$ cat src/rtl/soda_machine_types.sv
// Shared types and coin constants for the soda machine change path.
package soda_machine_types;

   typedef enum logic [1:0] {InsNone, InsCoin1, InsCoin2, InsCoin4} insert_type;

   typedef enum logic [2:0] {
      StIdle,
      StSelect,
      StWait1,
      StWait2,
      StGap,
      StFault
   } disp_state_t;

   localparam logic [4:0] C1       = 5'd1;
   localparam logic [4:0] C2       = 5'd2;
   localparam logic [4:0] OWED_MAX = 5'd31;

endpackage

$ cat src/rtl/hopper_watchdog.sv
// Per-hopper ack watchdog: flags a hopper as failed when its request goes
// unanswered for TIMEOUT consecutive cycles.
module hopper_watchdog #(
   parameter int unsigned TIMEOUT = 255
) (
   input  logic clk,
   input  logic reset,
   input  logic active,
   input  logic ack,
   output logic expired,
   output logic failed
);

   localparam int unsigned CNT_W = $clog2(TIMEOUT + 1);

   logic [CNT_W-1:0] cnt_q;
   logic             failed_q;

   // Fires in the last waiting cycle so the request is high for exactly TIMEOUT cycles.
   assign expired = active && !ack && (cnt_q == CNT_W'(TIMEOUT - 1));
   assign failed  = failed_q;

   always_ff @(posedge clk or posedge reset) begin
      if (reset) begin
         cnt_q    <= '0;
         failed_q <= 1'b0;
      end else begin
         if (!active || ack || expired) begin
            cnt_q <= '0;
         end else begin
            cnt_q <= cnt_q + CNT_W'(1);
         end
         if (expired) begin
            failed_q <= 1'b1;
         end
      end
   end

endmodule

$ cat src/rtl/change_dispenser.sv
// Change dispenser: accumulates owed units and pays them out via a 2-unit and
// a 1-unit coin hopper, preferring 2-unit coins.
module change_dispenser
   import soda_machine_types::*;
#(
   parameter int unsigned TIMEOUT    = 255,
   parameter int unsigned GAP_CYCLES = 2
) (
   input  logic       clk,
   input  logic       reset,
   input  logic       change1,
   input  logic       change2,
   input  logic       change22,
   input  logic       hop1_empty,
   input  logic       hop2_empty,
   input  logic       hop1_ack,
   input  logic       hop2_ack,
   output logic       hop1_req,
   output logic       hop2_req,
   output logic [4:0] owed,
   output logic       busy,
   output logic       done,
   output logic       fault,
   output logic       ovf
);

   localparam int unsigned GAP_W = $clog2(GAP_CYCLES + 1);

   disp_state_t      state_q, state_d;
   logic [4:0]       owed_q, owed_d;
   logic [GAP_W-1:0] gap_q, gap_d;
   logic             ovf_q, ovf_d;
   logic             done_q, done_d;

   logic             exp1, exp2, failed1, failed2;
   logic             use1, use2, can_pay;
   logic [2:0]       add;
   logic [4:0]       paid;
   logic [6:0]       sum;

   hopper_watchdog #(.TIMEOUT(TIMEOUT)) u_wd1 (
      .clk     (clk),
      .reset   (reset),
      .active  (state_q == StWait1),
      .ack     (hop1_ack),
      .expired (exp1),
      .failed  (failed1)
   );

   hopper_watchdog #(.TIMEOUT(TIMEOUT)) u_wd2 (
      .clk     (clk),
      .reset   (reset),
      .active  (state_q == StWait2),
      .ack     (hop2_ack),
      .expired (exp2),
      .failed  (failed2)
   );

   assign use1    = !hop1_empty && !failed1;
   assign use2    = !hop2_empty && !failed2;
   assign can_pay = ((owed_q >= C2) && use2) || ((owed_q >= C1) && use1);
   // Bit positions give weights 1, 2 and 4 directly.
   assign add     = {change22, change2, change1};

   always_comb begin
      state_d = state_q;
      gap_d   = gap_q;
      done_d  = 1'b0;
      paid    = '0;
      unique case (state_q)
         StIdle: begin
            if (owed_q != '0) state_d = StSelect;
         end
         StSelect: begin
            if ((owed_q >= C2) && use2)      state_d = StWait2;
            else if ((owed_q >= C1) && use1) state_d = StWait1;
            else if (owed_q == '0)           state_d = StIdle;
            else                             state_d = StFault;
         end
         StWait1: begin
            if (hop1_ack) begin
               paid    = C1;
               gap_d   = '0;
               state_d = StGap;
            end else if (exp1) begin
               state_d = StSelect;
            end
         end
         StWait2: begin
            if (hop2_ack) begin
               paid    = C2;
               gap_d   = '0;
               state_d = StGap;
            end else if (exp2) begin
               state_d = StSelect;
            end
         end
         StGap: begin
            if (gap_q == GAP_W'(GAP_CYCLES - 1)) begin
               if (owed_q == '0) begin
                  state_d = StIdle;
                  done_d  = 1'b1;
               end else begin
                  state_d = StSelect;
               end
            end else begin
               gap_d = gap_q + GAP_W'(1);
            end
         end
         StFault: begin
            if (can_pay || (owed_q == '0)) state_d = StSelect;
         end
         default: state_d = StIdle;
      endcase

      sum = {2'b00, owed_q} + {4'b0000, add} - {2'b00, paid};
      if (sum > 7'd31) begin
         owed_d = OWED_MAX;
         ovf_d  = 1'b1;
      end else begin
         owed_d = sum[4:0];
         ovf_d  = ovf_q;
      end
   end

   always_ff @(posedge clk or posedge reset) begin
      if (reset) begin
         state_q <= StIdle;
         owed_q  <= '0;
         gap_q   <= '0;
         ovf_q   <= 1'b0;
         done_q  <= 1'b0;
      end else begin
         state_q <= state_d;
         owed_q  <= owed_d;
         gap_q   <= gap_d;
         ovf_q   <= ovf_d;
         done_q  <= done_d;
      end
   end

   assign hop1_req = (state_q == StWait1);
   assign hop2_req = (state_q == StWait2);
   assign owed     = owed_q;
   assign busy     = (state_q != StIdle);
   assign done     = done_q;
   assign fault    = (state_q == StFault);
   assign ovf      = ovf_q;

endmodule
$ cat config.mk
export PLATFORM = sky130hd
export DESIGN_NAME = change_dispenser
export DESIGN_NICKNAME = d
export VERILOG_FILES = /design/src/rtl/soda_machine_types.sv /design/src/rtl/hopper_watchdog.sv /design/src/rtl/change_dispenser.sv
export SDC_FILE = /design/constraint.sdc
export NUM_CORES = 1
export LEC_CHECK = 0
export ABC_CLOCK_PERIOD_IN_PS = 3370
export CAP_MARGIN = 20
export CORE_UTILIZATION = 40
export DETAILED_ROUTE_END_ITERATION = 12
export PLACE_DENSITY = 0.6
export RECOVER_POWER = 25
export SLEW_MARGIN = 25
export SYNTH_ARGS = -nofsm -noshare
export SYNTH_HDL_FRONTEND = slang
export SYNTH_SLANG_ARGS = --single-unit
$ cat constraint.sdc
create_clock -name clk -period 3.37 [get_ports clk]
set_input_delay 1.011 -clock clk [delete_from_list [all_inputs] [get_ports clk]]
set_output_delay 1.011 -clock clk [all_outputs]
set_load 0.05 [all_outputs]
== Word level (Yosys, flattened, before mapping) ==
Cells that the tools add are included.
Word-level totals
  input bits: 9
  memories: 0
  register bits: 30
  RAM bits: 0
  memory bits (read-only): 0
  bits in latches: 0
  word-level logic and storage cells: 87
Cells by class
  magnitude comparators: 3
  eq/ne operators: 16
  $add $sub $neg: 5
  $mul: 0
  divide/modulo/power cells: 0
  multiplexer cells: 25
  bitwise operators: 0
  shift-type cells: 0
  reductions and logical operators: 29
Operators with widths (number)
  3-bit 2-to-1 mux: 10
  3-bit one-hot mux with 6 select lines: 1
  8-bit by 1-bit adder with 8-bit output, second input constant: 2
  8-bit equality test, second input constant: 2
  8-bit 2-to-1 mux: 2
  2-bit inequality test, second input constant: 5
  1-bit logical AND: 8
  1-bit zero test: 8
  2-bit 2-to-1 mux: 4
  7-bit by 5-bit > comparator with 1-bit output, second input constant: 1
  6-bit by 5-bit subtractor with 7-bit output: 1
  5-bit by 3-bit adder with 6-bit output: 1
  3-bit by 2-bit equality test with 1-bit output, second input constant: 2
  3-bit equality test, second input constant: 2
  1-bit logical OR: 6
  3-bit inequality test, second input constant: 2
  2-bit one-hot mux with 3 select lines: 1
  3-bit nonzero test: 2
  5-bit by 1-bit greater-or-equal comparator with 1-bit output, second input constant: 1
  5-bit by 2-bit greater-or-equal comparator with 1-bit output, second input constant: 1
  5-bit zero test: 1
  1-bit 2-to-1 mux: 5
  5-bit 2-to-1 mux: 1
  5-bit AND reduction: 1
  other kinds (8): 8

== Logic depth before layout (Yosys ltp) ==
Gate-level depths: netlist of the first run.
  depth after elaboration: 7
  gate-level depth with buffers: 12

== Modules after synthesis ==
A second synthesis of the first run with hierarchy kept.
Unflattened totals
  cell total of the unflattened synthesis: 208
  area total of the unflattened synthesis: 1909.3 µm²
By module, submodules not included
  change_dispenser: cells each 118, sequential area each 300.3 µm², area an instance 996.0 µm², instances 1
  hopper_watchdog: cells each 45, sequential area each 225.2 µm², area an instance 456.7 µm², instances 2

== Worst setup path before layout of the first run ==
No wires, ideal clock.
  path type: reg2reg
  start: register state_q[0]
  end: register owed_q[2], in the netlist owed[2]
  arrival: 3.538 ns
  cell stages (with the launch flop): 12
  data required time: 3.291 ns
  slack: -0.247 ns
  library setup time: 0.079 ns
  cells stage by stage: dfrtp_1 buf_2 nor3_1 and2_1 ha_1 inv_1 ha_1 fa_1 a21o_1 a211oi_2 nor3_1 mux2i_1
Between the ends
  longest elaborated chain between the ends: 5
  elaborated cells between the ends (all ways): 6
Ends and longest elaborated chain
  from (decl): RTL line change_dispenser.sv:29  | disp_state_t state_q, state_d;
  from (signal assigned): RTL line change_dispenser.sv:128  | state_q <= StIdle;
  from (signal assigned): RTL line change_dispenser.sv:134  | state_q <= state_d;
  3-bit by 2-bit equality test with 1-bit output (*)
  via hop1_req: RTL line change_dispenser.sv:18  | output logic hop1_req,
  2-bit one-hot mux with 2 select lines (*): RTL line change_dispenser.sv:70  | unique case (state_q)
  6-bit by 5-bit subtractor with 7-bit output (*): RTL line change_dispenser.sv:116  | sum = {2'b00, owed_q} + {4'b0000, add} - {2'b00, paid};
  7-bit by 5-bit > comparator with 1-bit output: RTL line change_dispenser.sv:117  | if (sum > 7'd31) begin
  5-bit 2-to-1 mux (*): RTL line change_dispenser.sv:117
  via owed_d[2]: RTL line change_dispenser.sv:30  | logic [4:0] owed_q, owed_d;
  to (signal assigned): RTL line change_dispenser.sv:135  | owed_q <= owed_d;
  to (decl): RTL line change_dispenser.sv:30
The timed path passes the listed nets; every way through them passes the cells marked *.
A chain may end at the register's enable or synchronous reset.

== Worst setup path in the final report of the first run ==
  start: input hop2_ack
  end: register owed_q[3], in the netlist owed[3]
Between the ends
  longest elaborated chain between the ends: 5
Ends and longest elaborated chain
  from (decl): RTL line change_dispenser.sv:17  | input logic hop2_ack,
  2-bit 2-to-1 mux (*): RTL line change_dispenser.sv:90  | if (hop2_ack) begin
  2-bit one-hot mux with 2 select lines (*): RTL line change_dispenser.sv:70
  6-bit by 5-bit subtractor with 7-bit output (*): RTL line change_dispenser.sv:116
  7-bit by 5-bit > comparator with 1-bit output: RTL line change_dispenser.sv:117
  5-bit 2-to-1 mux (*): RTL line change_dispenser.sv:117
  via owed_d[3]: RTL line change_dispenser.sv:30
Marked as above.

==> metrics.txt, run 1 <==
Required @ worst endpoint=roughly 3600 ps; P per Cell Area=~780 nW/µm²; Die Wd=slightly above 70 µm; htree depth=2; sequential area share after synthesis=between 30% and 40%; max_cap viols=1; Syn. warnings=0; routed wire length=between 4 and 5 mm; Via Count=approximately 1600; Total GRT Usage=between 10% and 20%; Nets=approximately 260; Yosys cell types=54; Avg Cell Area, Syn=around 9.6 µm²; clock sink total=30; dpl hpwl=roughly 3 mm; clk_skew=~6 ps; Setup WS pre-CTS=-198 ps; Core Area=between 4000 and 5000 µm²; Routed Antenna Nets=0; Crit Path Category=primary input to flip-flop; Main synth FF type=dfrtp_1; vias in the first global route=about 1500; DR DRC count=0; r2r worst-path depth=11; share of cells above drive strength 1=11.7%; Final Wtd Congestion=about 0.78; WHS=495 ps; Avg WL per Cell=roughly 14 µm; post-synth top area cell=dfrtp_1; FILL cells=between 400 and 500; TNS Setup=0 ps; postcts setup bufs=0; largest net degree at the start of global routing=31; # IOs=20; Slew @ Worst Pin=between 1500 and 2000 ps; Final Hold Fails=0; maximum VDD drop=between 0.4 and 0.5 mV; Util after Layout=between 50 and 60%; CTS Root Cell=clkbuf_8; Mapped Nets=roughly 230; routed vias/inst=roughly 5.2; # port buffers=19; setup ws final=about 120 ps; Area contributors post-synth=dfrtp_1, ha_1, xor2_1; final setup vio count=0; gr ovfl total=0; Seq cells post-synth=30; Ant. Diodes=0; Final Cycle Share=between 90% and 100%; EDFF count, synth=0; startpoint types=primary input; initial antenna violation count=0; synthesis-to-layout area growth=20.9%; post-synthesis cell count=209; final slew viol count=31; CTS tree=done; multi-input logic area=between 1000 and 1500 µm²; clk_lat worst skew=approximately 280 ps; worst path arrival time=3460 ps; min-delay worst type=flip-flop to flip-flop; die area=approximately 5300 µm²; min Tclk post-route=approximately 3200 ps; row cnt=25; clk buf depth=2; Yosys top cell area share=37.6%; first-pass GRT wire length=7.00 mm; worst rel slew slack=-12.4%; Reg clk slew, reported paths=~70 ps; Initial Util=a little over two fifths; leakage=approximately 0.0011 µW; total CTS buffers=5; critical path peak fanout=3; Resize count post-CTS=0; Die H=between 70 and 80 µm; Synth async-reset ratio=100%; hold_buf cts=0; violated checks=max-capacitance violations, max-slew violations; crit end category=flip-flop; outcome=complete, but fails checks; Seq. cell area=between 700 and 800 µm²; Initial DRC Count=77; 1st-pass router iterations=4; hold depth=1; RSZ-0062 raised after global routing=no; Max Fclk=308 MHz; Cell Area, Synth=between 1500 and 2000 µm²; R2R setup slack=570 ps
==> state kept, by name, indices dropped and copies added, names as in the netlist <==
name          count
u_wd2.cnt_q       8
u_wd2.failed      1
ovf               1
u_wd1.failed      1
gap_q             2
owed              5
state_q           3
u_wd1.cnt_q       8
done              1
==> routing by layer <==
metal | track usage, % | vias up | part of all wire, %
met1 | 24.1 | 758 | 53
met4 | 3.27 | 0 | 0.56
li1 | - | 800 | -
met5 | 0 | - | 0
met2 | 27.2 | 14 | 45
met3 | 4.14 | 4 | 2.0
==> cells in the mapped netlist (all sizes together) (4+ instances only) <==
library cell	number
nand2	7
mux2i	4
inv	21
ha	14
a211oi	4
nor2	25
a21oi	4
nor3	10
xor2	13
buf	4
o21ai	6
and4	4
nand4	4
dfrtp	30
nand3	10
a21o	6
==> critical path, cell delays in order <==
cell             delay [ps]
clkdlybuf4s50_1         450
nand2_1                  80
inv_1                    60
fa_1                    480
inv_1                    70
ha_1                    310
a211o_1                 290
a21o_1                  220
buf_4                   160
a211o_1                 280
nand3_1                  60
==> cell usage in the layout, fill, tap and decap left out, drive strengths merged, types with 7 or more instances in the layout <==
master | Yosys | layout
nand3 | 10 | 10
inv | 21 | 21
nand2 | 7 | 7
nor2 | 25 | 25
clkdlybuf4s50 | 0 | 18
ha | 14 | 14
xor2 | 13 | 13
buf | 4 | 8
dfrtp | 30 | 30
nor3 | 10 | 10
clkbuf | 2 | 7
==> power by group <==
group	internal (µW)	switching [µW]
sequential	414	80.0
combinational	457	620
clock	164	145
total	1030	845
==> through the flow <==
stage | power (µW) | instance area (µm²) | std cells
floorplan | 1260 | 2000 | 209
global placement | 1550 | 2320 | 298
detailed placement | 1560 | 2320 | 298
CTS | 1880 | 2410 | 306
global route | 2000 | 2410 | 306
finish | 1880 | 2410 | 306
==> path summary, 6_finish.rpt <==
kind | from | to
worst max-delay path | hop2_ack | owed[3]
worst min-delay path | gap_q[1] | gap_q[1]
worst max register to register | state_q[1] | owed[3]
worst min register to register | gap_q[1] | gap_q[1]
max in group asynchronous | reset | owed[4]
min in group asynchronous | reset | u_wd2.cnt_q[2]
==> kinds of logic (layout without fill, tap and decap cells) <==
group | after synthesis | in the layout | share of synthesized area (%)
xor+xnor | 15 | 15 | 6.58
flops | 30 | 30 | 37.6
compound gates | 37 | 37 | 14.7
fa+ha+maj | 16 | 16 | 10.8
mux | 6 | 6 | 3.13
buf+inv | 27 | 57 | 5.33
simple gates | 78 | 78 | 21.9
==> area by class of cell <==
type	instances	area share, %
Multi-Input combinational cell	152	47.7
Sequential cell	30	31.1
Timing Repair Buffer	28	10.5
Tap cell	67	3.47
Clock buffer	6	3.42
Inverter	21	3.26
Clock inverter	2	0.518
Power figures use the tool's default switching activity.
==> inputs of run 2 (changes only) <==
--- a/config.mk
+++ b/config.mk
@@ -5,11 +5,13 @@
 export SDC_FILE = /design/constraint.sdc
 export NUM_CORES = 1
 export LEC_CHECK = 0
+export ABC_AREA = 1
 export ABC_CLOCK_PERIOD_IN_PS = 3370
 export CAP_MARGIN = 20
+export CORE_ASPECT_RATIO = 0.75
 export CORE_UTILIZATION = 40
 export DETAILED_ROUTE_END_ITERATION = 12
-export PLACE_DENSITY = 0.6
+export PLACE_DENSITY = 0.61
 export RECOVER_POWER = 25
 export SLEW_MARGIN = 25
 export SYNTH_ARGS = -nofsm -noshare
==> run 2 against run 1 <==
The flow still finishes with violations (max-capacitance violations, max-slew violations); largest cell class unchanged; routed wire length down 13%; synthesized cell count up 10%; sequential share of layout area up 2.7 points.
==> metrics.txt, run 2 <==
Slew @ Worst Pin=1620 ps (-68.5 ps); clock sink total=30 (unchanged); postcts setup bufs=0 (unchanged); P per Cell Area=777 nW/µm² (-0.12%); Crit-path slowest cell=clkdlybuf4s50_1; violated checks=max-capacitance violations, max-slew violations; Routed Antenna Nets=0 (unchanged); die area=4910 µm² (-7.1%); Die H=60.9 µm (-16%); hold depth=1 (unchanged); TNS Setup=0 ps (unchanged); final std cells w/o fill=315 (+2.9%); Yosys top cell area share=40.6% (+3.0 points); r2r worst-path depth=9 (-2); hold_buf cts=0 (unchanged); crit end category=flip-flop; clk_skew=10.1 ps (+4.19 ps); Synth async-reset ratio=100% (unchanged); # IOs=20 (unchanged); post-synth top area cell=dfrtp_1; CTS tree=done; synthesis-to-layout area growth=20.2%; Initial Util=41.7% (-0.33 points); R2R setup slack=1030 ps (+460 ps); sequential area share after synthesis=40.6% (+3.0 points); Worst path max stage delay=510 ps (+30 ps); clk_lat worst skew=290 ps (about the same); worst rel slew slack=-7.80% (+4.6 points); Mapped Nets=255 (+9.0%); Avg WL per Cell=11.4 µm (-16%); outcome=complete, but fails checks; vias in the first global route=1339 (-8.2%); clk buf depth=2 (unchanged); first-pass GRT wire length=6.24 mm (-11%); Max Fclk=342 MHz (+11%); min-delay worst type=flip-flop to flip-flop; Initial DRC Count=84 (+9.1%); max_cap viols=1 (unchanged); share of cells above drive strength 1=8.14% (-3.6 points); Seq cells post-synth=30 (unchanged); Final Hold Fails=0 (unchanged); Avg Cell Area, Syn=8.05 µm² (-16%); GR peak layer=met1; # port buffers=19 (unchanged); Comb power frac=51.1% (-6.2 points); met2 Use GR=23.5% (-3.7 points); Top Family by Delay on Critical Path=simple AND/OR/NAND/NOR gates; Area contributors post-synth=dfrtp_1, ha_1, inv_1; Yosys cell types=30 (-44%); cell mode on critical path=nand4_1; Ant. Diodes=0 (unchanged); Worst R2R End=owed[4]; Total GRT Usage=17.6% (+0.47 points); CTS Root Cell=clkbuf_8; Via Count=1470 (-6.7%); Int Power=958 µW (-7.4%); Synth top cells by count=inv_1, nand2_1, nor2_1, dfrtp_1, ha_1; Main synth FF type=dfrtp_1; total CTS buffers=5 (unchanged); Reg clk slew, reported paths=70 ps (about the same); Core Area=4440 µm² (-6.6%); start of the worst register-to-register path=state_q[2]; switching share of total power=44.6% (-0.36 points); routed vias/inst=4.67 (-9.4%); maximum VDD drop=0.503 mV (+19%); row cnt=21 (-16%); critical path peak fanout=6 (+3); FILL cells=434 (-6.3%); largest net degree at the start of global routing=31 (unchanged); routed wire length=3.59 mm (-13%); most frequent cell after synthesis=inv_1; gr ovfl total=0 (unchanged); EDFF count, synth=0 (unchanged); Required @ worst endpoint=3580 ps (about the same); initial antenna violation count=0 (unchanged); RSZ-0062 raised after global routing=no; leakage=0.00108 µW (-2.0%); placed cells=307 (+3.0%); M3 GR Usage=4.96% (+0.82 points); Nets=282 (+7.2%); post-synthesis cell count=230 (+10%); worst path bufs/invs=3 (-1); hold endpoint=u_wd1.cnt_q[0]; worst path arrival time=3130 ps (-330 ps); hold_sp=u_wd1.cnt_q[0]; DR DRC count=0 (unchanged); min Tclk post-route=2920 ps (-326 ps); final setup vio count=0 (unchanged); most common cell after layout, fill and taps aside=inv_1; Cell Area, Synth=1850 µm² (-7.3%); 1st-pass router iterations=4 (unchanged); Final Cycle Share=86.7% (-9.7 points); dpl hpwl=2.76 mm (-9.1%); Resize count post-CTS=0 (unchanged); Crit Path Category=primary input to flip-flop; Die Wd=80.5 µm (+11%); final slew viol count=31 (unchanged); htree depth=2 (unchanged); part of the power in registers=28.1% (+1.8 points); Syn. warnings=0 (unchanged); Psw=771 µW (-8.7%); startpoint types=primary input; Final Wtd Congestion=0.824 (+6.2%); crit-path cells=clkdlybuf4s50_1 > inv_1 > nor2_1 > fa_1 > inv_1 > ha_1 > nand4_1 > nand4_1 > nand4_1; Clock Power Share=20.8% (+4.3 points); met1 Use GR=26.3% (+2.2 points); most frequent cells in the layout=inv_1, nand2_1, nor2_1, dfrtp_1, clkdlybuf4s50_1
[run 2: cell types whose count changed in the layout (fill, tap and decap cells not counted), moves of 3 or more]
cell	change
nor2_1	+8
nand2_1	+30
buf_4	-8
a211o_1	-3
a211oi_1	-3
xor2_1	-10
nand4_1	+6
and4_1	-3
a21o_1	-5
mux2i_1	-4
nand2_2	+3
inv_1	+22
nor2_2	+3
a21oi_1	+7
[run 2: worst max-delay path by stage]
stage	cells after the start	slack (ps)	start	to
floorplan	8	790	change2	owed[4]
global placement	10	200	hop2_ack	owed[3]
detailed placement	10	190	hop2_ack	ovf
CTS	10	480	hop2_ack	ovf
global route	3	300	reset	owed[3]
finish	9	450	hop2_ack	owed[4]
[run 2: worst register-to-register path, delay by kind of cell (launching register included)]
kind / cells / cell delay [ps]
buffers and inverters: 2 / 260
DFF: 1 / 420
adders and majority gates: 2 / 700
and+or+nand+nor: 5 / 880
[run 2: cell type report]
type | instances | area [µm²] | area share [%]
Clock buffer | 5 | 68.8 | 3.09
Clock inverter | 3 | 40.0 | 1.80
Tap cell | 57 | 71.3 | 3.21
Inverter | 44 | 165 | 7.42
Multi-Input combinational cell | 156 | 935 | 42.0
Timing Repair Buffer | 20 | 194 | 8.72
Sequential cell | 30 | 751 | 33.7
[run 2: per-stage QoR]
stage               total power (µW)  hold WS (ps)  utilization, %  area, µm²  worst slack [ps]
floorplan                       1150           431               -       1850               792
global placement                1380           458            47.7       2120               195
detailed placement              1370           456            47.7       2120               186
CTS                             1740           466            50.2       2230               481
global route                    1880           492            50.1       2220               301
finish                          1730           457            50.1       2220               448
[run 2: logic make-up (layout without fill, tap and decap cells)]
| kind of cell | after synthesis | after routing | share of synthesized area, % |
|---|---|---|---|
| AND/OR/NAND/NOR | 108 | 108 | 27.3 |
| AO/OA/AOI/OAI | 25 | 25 | 8.25 |
| XOR/XNOR | 7 | 7 | 3.31 |
| flip-flops | 30 | 30 | 40.6 |
| adder cells (fa/ha/maj) | 16 | 16 | 11.6 |
| buffers and inverters | 44 | 72 | 8.92 |
[run 2: per-layer routing]
layer	vias to the layer above	wire length [µm]
met3	4	158
met1	656	1990
li1	788	-
met2	22	1410
met5	-	0
met4	0	38
[run 2: power groups by stage]
| stage | Combinational, µW | Clock, µW | Sequential, µW |
|---|---|---|---|
| 6_report | 885 | 359 | 485 |
| 5_1_grt | 998 | 388 | 496 |
| 4_1_cts | 887 | 368 | 485 |
| 3_5_place_dp | 885 | 0 | 490 |
| 3_3_place_gp | 884 | 0 | 491 |
| 2_1_floorplan | 591 | 0 | 560 |
==> inputs of run 3 (changes only) <==
--- a/config.mk
+++ b/config.mk
@@ -9,10 +9,12 @@
 export ABC_CLOCK_PERIOD_IN_PS = 3370
 export CAP_MARGIN = 20
 export CORE_ASPECT_RATIO = 0.75
+export CORE_MARGIN = 3
 export CORE_UTILIZATION = 40
 export DETAILED_ROUTE_END_ITERATION = 12
 export PLACE_DENSITY = 0.61
 export RECOVER_POWER = 25
+export SKIP_CTS_REPAIR_TIMING = 1
 export SLEW_MARGIN = 25
 export SYNTH_ARGS = -nofsm -noshare
 export SYNTH_HDL_FRONTEND = slang
==> run 3 against run 2 <==
The run still ends with max-capacitance violations, max-slew violations left; clock skew hardly changed; setup slack better by 28 ps; clock power decreased by 17%; die area rose by 12%; combinational power hardly changed; flip-flop and latch count stayed put; final cell count down 0.63%; via count is 2.2% higher.
==> metrics.txt, run 3 (synthesized netlist as in run 2, its figures left out) <==
final setup vio count=0 (unchanged); Ant. Diodes=0 (unchanged); row cnt=20 (-4.8%); initial antenna violation count=0 (unchanged); Setup WS pre-CTS=211 ps (+24.9 ps); max_cap viols=1 (unchanged); Routed Antenna Nets=0 (unchanged); most common cell after layout, fill and taps aside=inv_1; Via Count=1502 (+2.2%); TNS Setup=0 ps (unchanged); clock sink total=30 (unchanged); Final Cycle Share=85.9% (-0.84 points); clk_lat worst skew=280 ps (about the same); most frequent cells in the layout=inv_1, nand2_1, nor2_1, dfrtp_1, clkdlybuf4s50_1; Final Hold Fails=0 (unchanged); min Tclk post-route=2890 ps (-28.2 ps); FILL cells=420 (-3.2%); maximum VDD drop=0.617 mV (+23%); htree depth=2 (unchanged); CTS tree=done; Die Wd=84.5 µm (+5.0%); multi-input logic area=935 µm² (unchanged); clk buf depth=2 (unchanged); routed wire length=3.58 mm (-0.33%); share of cells above drive strength 1=7.75% (-0.39 points); worst rel slew slack=-5.60% (+2.2 points); Core Area=4250 µm² (-4.2%); leakage=0.00107 µW (-0.90%); CTS Root Cell=clkbuf_8; crit-path cells=clkdlybuf4s50_1 > inv_1 > nor2_1 > fa_1 > inv_1 > ha_1 > nand4_1 > nand3_1 > nand2_1 > nand4_1; Seq. cell area=751 µm² (unchanged); Crit-path slowest cell=clkdlybuf4s50_1; Final Wtd Congestion=0.848 (+2.9%); Die H=64.9 µm (+6.6%); largest net degree at the start of global routing=31 (unchanged); gr ovfl total=0 (unchanged); Initial Util=43.5% (+1.8 points); 1st-pass router iterations=6 (+2); total CTS buffers=5 (unchanged); setup ws final=476 ps (+28.2 ps); DR DRC count=0 (unchanged); Reg clk slew, reported paths=60 ps (about the same); min-delay worst type=flip-flop to flip-flop; # IOs=20 (unchanged); violated checks=max-capacitance violations, max-slew violations; Required @ worst endpoint=3520 ps (-60 ps); Slew @ Worst Pin=1580 ps (-33.1 ps); # port buffers=19 (unchanged); P per Cell Area=757 nW/µm² (-2.7%); vias in the first global route=1427 (+6.6%); final slew viol count=31 (unchanged); Crit Path Category=primary input to flip-flop; synthesis-to-layout area growth=19.1%; dpl hpwl=2.80 mm (+1.6%); Avg WL per Cell=11.4 µm (+0.30%); startpoint types=primary input; Total GRT Usage=15.0% (-2.7 points); first-pass GRT wire length=6.53 mm (+4.5%); clk_skew=10.3 ps (+0.154 ps); critical path peak fanout=6 (unchanged); Worst path max stage delay=490 ps (-20 ps); Nets=282 (unchanged); crit end category=flip-flop; outcome=complete, but fails checks; routed vias/inst=4.80 (+2.8%); worst path arrival time=3040 ps (-90 ps); die area=5490 µm² (+12%); Initial DRC Count=46 (-45%); Max Fclk=346 MHz (+0.98%); RSZ-0062 raised after global routing=no
[run 3: cell types whose count changed in the layout (fill, tap and decap cells not counted)]
| cell | change |
|---|---|
| clkbuf_8 | +1 |
| clkinv_2 | -1 |
| bufinv_16 | -1 |
| clkbuf_1 | +1 |
[run 3: cell type report]
| cell class | count | share of cell area (%) |
|---|---|---|
| Tap cell | 55 | 3.12 |
| Inverter | 44 | 7.49 |
| Clock buffer | 7 | 3.92 |
| Clock inverter | 1 | 0.227 |
| Sequential cell | 30 | 34.1 |
| Timing Repair Buffer | 20 | 8.80 |
| Multi-Input combinational cell | 156 | 42.4 |
[run 3: critical path, delay by kind of cell]
kind | cells | cell delay [ps]
fa+ha+maj | 2 | 710
buf+inv | 3 | 660
simple gates | 5 | 660
[run 3: power breakdown]
group	switching (µW)	internal [µW]	leakage, µW	total (µW)
Clock	132	164	0.0000482	297
Combinational	568	319	0.000631	887
Sequential	60.2	424	0.000389	484
[run 3: layer usage]
| metal | track usage [%] | vias up | share of wire, % |
|---|---|---|---|
| met5 | 0 | - | 0 |
| met4 | 4.74 | 0 | 1.0 |
| met3 | 3.43 | 4 | 3.4 |
| met2 | 21.1 | 21 | 40 |
| met1 | 22.4 | 681 | 56 |
| li1 | - | 796 | - |
[run 3: stage by stage]
stage	util, %	cells	instance area (µm²)	power (µW)	hold WS, ps
global placement	49.8	305	2120	1370	455
finish	51.8	313	2200	1670	456
detailed placement	49.8	305	2120	1380	457
global route	51.8	313	2200	1820	488
floorplan	-	230	1850	1150	431
CTS	51.9	313	2210	1680	466
[run 3: path summary, 6_finish.rpt]
check,slack [ps],from,end,cells after the start
max reg2reg,1060,state_q[2],owed[4],10
max in group asynchronous,730,reset,state_q[2],3
min,460,u_wd1.cnt_q[0],u_wd1.cnt_q[0],1
min reg2reg,460,u_wd1.cnt_q[0],u_wd1.cnt_q[0],1
max,480,hop2_ack,owed[3],10
min in group asynchronous,1710,reset,u_wd2.cnt_q[2],3
